`src/rtl/giraffe_pkg.sv`:
```
// giraffe_pkg: shared state encoding, host command codes and counter sizing for the capture sequencer
package giraffe_pkg;
  typedef enum logic [3:0] {
    IDLE    = 4'd0,
    ADC_RST = 4'd1,
    CALIB   = 4'd2,
    CONV    = 4'd3,
    SEND    = 4'd4,
    TX_HOLD = 4'd5
  } state_t;
  localparam logic [7:0] CMD_CAPTURE = 8'hA5;
  localparam logic [7:0] CMD_CALIB = 8'h5A;
  localparam logic [7:0] CMD_ABORT = 8'hFF;
  localparam int NUM_SAMPLED_DEF = 102400;
  localparam int CNT_W = $clog2(NUM_SAMPLED_DEF + 1);
endpackage

```
`src/rtl/giraffe_ack_sync.sv`:
```
// giraffe_ack_sync: two-flop synchroniser for the ADC done pin plus rising-edge detect
module giraffe_ack_sync (
  input  logic clk,
  input  logic rst,
  input  logic ack,
  output logic rise
);
  logic [2:0] sr;
  always_ff @(posedge clk or posedge rst)
    if (rst) sr <= '0;
    else sr <= {sr[1:0], ack};
  assign rise = sr[1] & ~sr[2];
endmodule

```
`src/rtl/giraffe_capture_sequencer.sv`:
```
// giraffe_capture_sequencer: host-command driven reset/calibrate/capture sequencer for the Giraffe SAR ADC
module giraffe_capture_sequencer
  import giraffe_pkg::*;
#(
  parameter int N_bit       = 6,
  parameter int NUM_Sampled = NUM_SAMPLED_DEF,
  parameter int RST_CYCLES  = 64,
  parameter int CAL_CYCLES  = 4096,
  parameter int ACK_TIMEOUT = 65535
) (
  input  logic             clk,
  input  logic             rst,
  input  logic [7:0]       rx_data,
  input  logic             rx_vld,
  output logic [7:0]       tx_wdata,
  output logic             tx_wreq,
  input  logic             tx_rdy,
  output logic             rstn_adc,
  output logic             calib_ena_adc,
  output logic             adc_ena,
  input  logic             adc_ack,
  input  logic [N_bit-1:0] dout_adc,
  output logic             cap_rstn,
  output logic [17:0]      cnt_send,
  output logic [3:0]       state_o,
  output logic             busy,
  output logic             err_timeout
);
  localparam int TW = $clog2(ACK_TIMEOUT + RST_CYCLES + CAL_CYCLES + 1);
  state_t state;
  logic cmd_cal, ack_rise, abort, last;
  logic [TW-1:0] tmr;
  giraffe_ack_sync u_sync (.clk(clk), .rst(rst), .ack(adc_ack), .rise(ack_rise));
  assign abort = rx_vld && rx_data == CMD_ABORT && state != IDLE;
  assign last = cnt_send + 18'd1 == 18'(NUM_Sampled);
  assign state_o = state;
  assign busy = state != IDLE;
  always_ff @(posedge clk or posedge rst)
    if (rst) begin
      state <= IDLE;
      cmd_cal <= 1'b0;
      tmr <= '0;
      tx_wdata <= '0;
      tx_wreq <= 1'b0;
      rstn_adc <= 1'b0;
      calib_ena_adc <= 1'b0;
      adc_ena <= 1'b0;
      cap_rstn <= 1'b0;
      cnt_send <= '0;
      err_timeout <= 1'b0;
    end else begin
      tx_wreq <= 1'b0;
      // abort beats everything, but a write already granted by tx_rdy still goes out
      if (abort) begin
        state <= IDLE;
        adc_ena <= 1'b0;
        calib_ena_adc <= 1'b0;
        rstn_adc <= 1'b1;
        cap_rstn <= 1'b1;
        tx_wreq <= state == SEND && tx_rdy;
      end else begin
        case (state)
          IDLE: begin
            rstn_adc <= 1'b1;
            cap_rstn <= 1'b1;
            if (rx_vld && (rx_data == CMD_CAPTURE || rx_data == CMD_CALIB)) begin
              state <= ADC_RST;
              cmd_cal <= rx_data == CMD_CALIB;
              rstn_adc <= 1'b0;
              cap_rstn <= 1'b0;
              cnt_send <= '0;
              err_timeout <= 1'b0;
              tmr <= '0;
            end
          end
          ADC_RST:
            if (tmr == TW'(RST_CYCLES - 1)) begin
              rstn_adc <= 1'b1;
              cap_rstn <= 1'b1;
              tmr <= '0;
              state <= cmd_cal ? CALIB : CONV;
              calib_ena_adc <= cmd_cal;
              adc_ena <= !cmd_cal;
            end else tmr <= tmr + TW'(1);
          CALIB:
            if (tmr == TW'(CAL_CYCLES - 1)) begin
              calib_ena_adc <= 1'b0;
              state <= IDLE;
            end else tmr <= tmr + TW'(1);
          // ack is tested first so a simultaneous expiry still captures the sample
          CONV:
            if (ack_rise) begin
              tx_wdata <= 8'(dout_adc);
              adc_ena <= 1'b0;
              state <= SEND;
            end else if (tmr == TW'(ACK_TIMEOUT - 1)) begin
              err_timeout <= 1'b1;
              adc_ena <= 1'b0;
              state <= IDLE;
            end else tmr <= tmr + TW'(1);
          SEND:
            if (tx_rdy) begin
              tx_wreq <= 1'b1;
              tmr <= '0;
              state <= TX_HOLD;
            end
          // first cycle skipped: tx_rdy only falls the cycle after the write is accepted
          TX_HOLD:
            if (tmr == '0) tmr <= TW'(1);
            else if (tx_rdy) begin
              cnt_send <= &cnt_send ? cnt_send : cnt_send + 18'd1;
              tmr <= '0;
              state <= last ? IDLE : CONV;
              adc_ena <= !last;
            end
          default: state <= IDLE;
        endcase
      end
    end
endmodule
```
`config.mk`:
```
export PLATFORM = sky130hd
export DESIGN_NAME = giraffe_capture_sequencer
export DESIGN_NICKNAME = d
export VERILOG_FILES = /design/src/rtl/giraffe_pkg.sv /design/src/rtl/giraffe_ack_sync.sv /design/src/rtl/giraffe_capture_sequencer.sv
export SDC_FILE = /design/constraint.sdc
export NUM_CORES = 1
export LEC_CHECK = 0
export BUFFER_PORTS_ARGS = -buffer_cell sky130_fd_sc_hd__buf_4
export CAP_MARGIN = 20
export CORE_ASPECT_RATIO = 0.9
export CORE_MARGIN = 8
export CORE_UTILIZATION = 30
export DETAILED_ROUTE_END_ITERATION = 16
export SLEW_MARGIN = 10
export SYNTH_ARGS = -nofsm -noshare
export SYNTH_HDL_FRONTEND = slang
export SYNTH_SLANG_ARGS = --single-unit
```
`constraint.sdc`:
```
create_clock -name clk -period 3 [get_ports clk]
set_clock_uncertainty 0.05 [all_clocks]
set_input_delay 0.45 -clock clk [delete_from_list [all_inputs] [get_ports clk]]
set_output_delay 0.45 -clock clk [all_outputs]
set_load 0.05 [all_outputs]
```
==> impl_results.md <==
- Worst r2r src: cnt_send[0]$_DFFE_PP0P_
- Full die area: 15000 um2
- Static Leak: 1.75 nW
- Worst Path Max Fanout: 9
- Clock Path Buffers: 2
- Avg Inst Size Synth: 8.58 um2
- Hold Buf Count CTS: 0
- Yosys warns: 0
- Worst-Margin Slew: 0.649 ns
- Worst-Skew Late Latency: 0.30 ns
- Worst vdd ir: 0.684 mV
- Commonest non-fill, non-tap cell in the layout: buf_4
- DP Area: 3970 um2
- Crit path time final: 2.75 ns
- Reg2reg path depth: 8
- Vias post-DR: 3306
- Mapped Area: 3400 um2
- Met1 Track Usage GR: 0.186
- Period utilisation layout: 0.917
- Power per cell area: 796 nW/um2
- Post-layout util: 0.368
- RePlAce Congestion: 0.881
- Global-route wire length before repair: 16.0 mm
- Cells after Synth: 397
- Register area share after synthesis: 0.390
- N_diodes: 0
- Place WS: 0.296 ns
- Reg-to-reg slack, setup: 0.25 ns
- P&R area growth vs syn: 21.8%
- Unrepaired setup endpoints after global routing: no
- Hpwl dp: 7.25 mm
- Boundary Pins: 56
- GR peak layer: met2
- Hold Path Class: primary input to async pin
- CTS resizes: 0
- Vias in the first global route: 3127
- Max Clk Rate: 364 MHz
- Seq cells post-synth: 53
- Core box area: 11200 um2
- Clock Root Buffer: clkbuf_16
- First-pass DRT Iterations: 5
- Setup Total Neg Slack: 0 ns
- Critical register-to-register path endpoint: adc_ena$_DFFE_PP0P_
- Post-CTS Setup Repair Bufs: 0
- Post-synth EDFFs: 0
- Final setup vio count: 0
- Largest net degree at the start of global routing: 24
- Required @ worst endpoint: 3.12 ns
- Drt first-iter violations: 290
- Startpoint Class: flip-flop
- Met3 Usage GRT: 0.0204
- Critical path class: flip-flop to flip-flop
- Overflow after GRT: 0
- H-tree levels: 2
- Synth Flop Type: dfrtp_1
- Post-DR wirelength/cell: 15.8 um
- Max cap viols: 0
- Met2 Use GR: 0.200
- Sum of routed wire length over all layers: 9.62 mm
- Buffers on Ports: 52
- Nets: 473
- Global Route Usage Sum: 0.131
- Initial antenna violation count: 0
- Initial Util: 0.303
- DIE WIDTH: 128 um
- Rel. slew slack: 0.564
- Synth async-reset ratio: 1.00
- Final Cell Area: 4150 um2
- Crit. End Element: flip-flop
- Final Max Slew Viols: 0
- PnR worst setup slack: 0.250 ns
- Layout cells sized above 1: 0.237
- Most frequent cells in the layout: buf_4, dfrtp_1, o21ai_0
- CTS tree: yes
- Chip Height: 117 um
- Num CTS Buffers: 5
- Inst Count DP: 599
- Clk slew on worst S/H paths: 0.08 ns
- Drt drc: 0
- Sink Count: 53
- Synth cell types: 72
- Post-route ant nets: 0
- Worst Path Arrival: 2.87 ns
- Status: finished clean
- Final Hold Viols: 0
- Row Count: 37
- Via density: 5.45
- Cell Count, Final, Fillers Out: 607
## logic make-up after synthesis
logic type	synth area share
xor gates and xnor gates	0.0103
DFF	0.390
other	0.00110
AOI/OAI and AO/OA	0.221
adders and majority gates	0.0147
muxes	0.0198
buffers and inverters	0.0522
and+or+nand+nor	0.292
## metrics by stage
stage               hold WS (ns)  power, mW
finish                    0.0534       3.30
detailed placement         0.292       2.62
global route              0.0644       3.51
CTS                       0.0690       3.32
floorplan                  0.281       2.15
global placement           0.288       2.61
## sequential cells by signal (all words and copies together) (netlist names)
name,flops
cnt_send,18
state_o,3
tx_wdata,6
calib_ena_adc,1
adc_ena,1
err_timeout,1
u_sync.sr,3
cmd_cal,1
cap_rstn,1
tx_wreq,1
tmr,17
## critical path, stage by stage (launching register included)
cell and delay (ns):
dfrtp_1 0.49, ha_1 0.27, nand3_1 0.27, nor4_1 0.58, xnor2_1 0.18, nand4_1 0.13, or4_1 0.44, o2111ai_1 0.12
a21boi_1 0.09
## cell usage after synthesis (all sizes together), types with 3 or more instances
cell type	n	area share
o41ai	10	0.026
nor4	14	0.036
and2	5	0.0096
ha	4	0.015
mux2	6	0.020
xnor2	3	0.0077
o31ai	10	0.022
nor2	41	0.045
a211o	3	0.0077
a21o	4	0.0099
dfrtp	53	0.39
a31oi	4	0.0073
inv	12	0.014
nand3	22	0.034
nor2b	3	0.0055
o21ai	51	0.076
nor3	12	0.024
and3	6	0.011
or4	3	0.0077
or2	3	0.0062
clkbuf	4	0.0048
nand2	40	0.045
nand4	12	0.022
and4	5	0.013
nand2b	5	0.0099
buf	18	0.033
a21oi	13	0.020
## layer usage
metal	vias to the layer above	part of all wire	wire [um]
met5	-	0	0
met4	0	0.013	126
met3	9	0.051	495
met2	116	0.45	4310
met1	1608	0.49	4680
li1	1573	-	-
## area by class of cell
class | count | area [um2]
Fill cell | 1158 | 7100
Multi-Input combinational cell | 312 | 1910
Sequential cell | 53 | 1330
Timing Repair Buffer | 66 | 495
Tap cell | 156 | 195
Clock buffer | 5 | 125
Clock inverter | 3 | 47.5
Inverter | 12 | 47.5
## power by group
group          total (mW)  internal (mW)  switching, mW
sequential          0.968          0.825          0.143
combinational        1.64          0.546           1.10
clock               0.689          0.401          0.288
total                3.30           1.77           1.53
## worst max-delay path by stage
stage                                  startpoint                   to  cells after the start
after floorplan           cnt_send[0]$_DFFE_PP0P_  adc_ena$_DFFE_PP0P_                      8
after CTS                 cnt_send[0]$_DFFE_PP0P_  adc_ena$_DFFE_PP0P_                      8
final                     cnt_send[0]$_DFFE_PP0P_  adc_ena$_DFFE_PP0P_                      8
after global placement    cnt_send[0]$_DFFE_PP0P_  adc_ena$_DFFE_PP0P_                      8
after global routing      cnt_send[0]$_DFFE_PP0P_  adc_ena$_DFFE_PP0P_                      8
after detailed placement  cnt_send[0]$_DFFE_PP0P_  adc_ena$_DFFE_PP0P_                      8
Power figures use the tool's default switching activity.
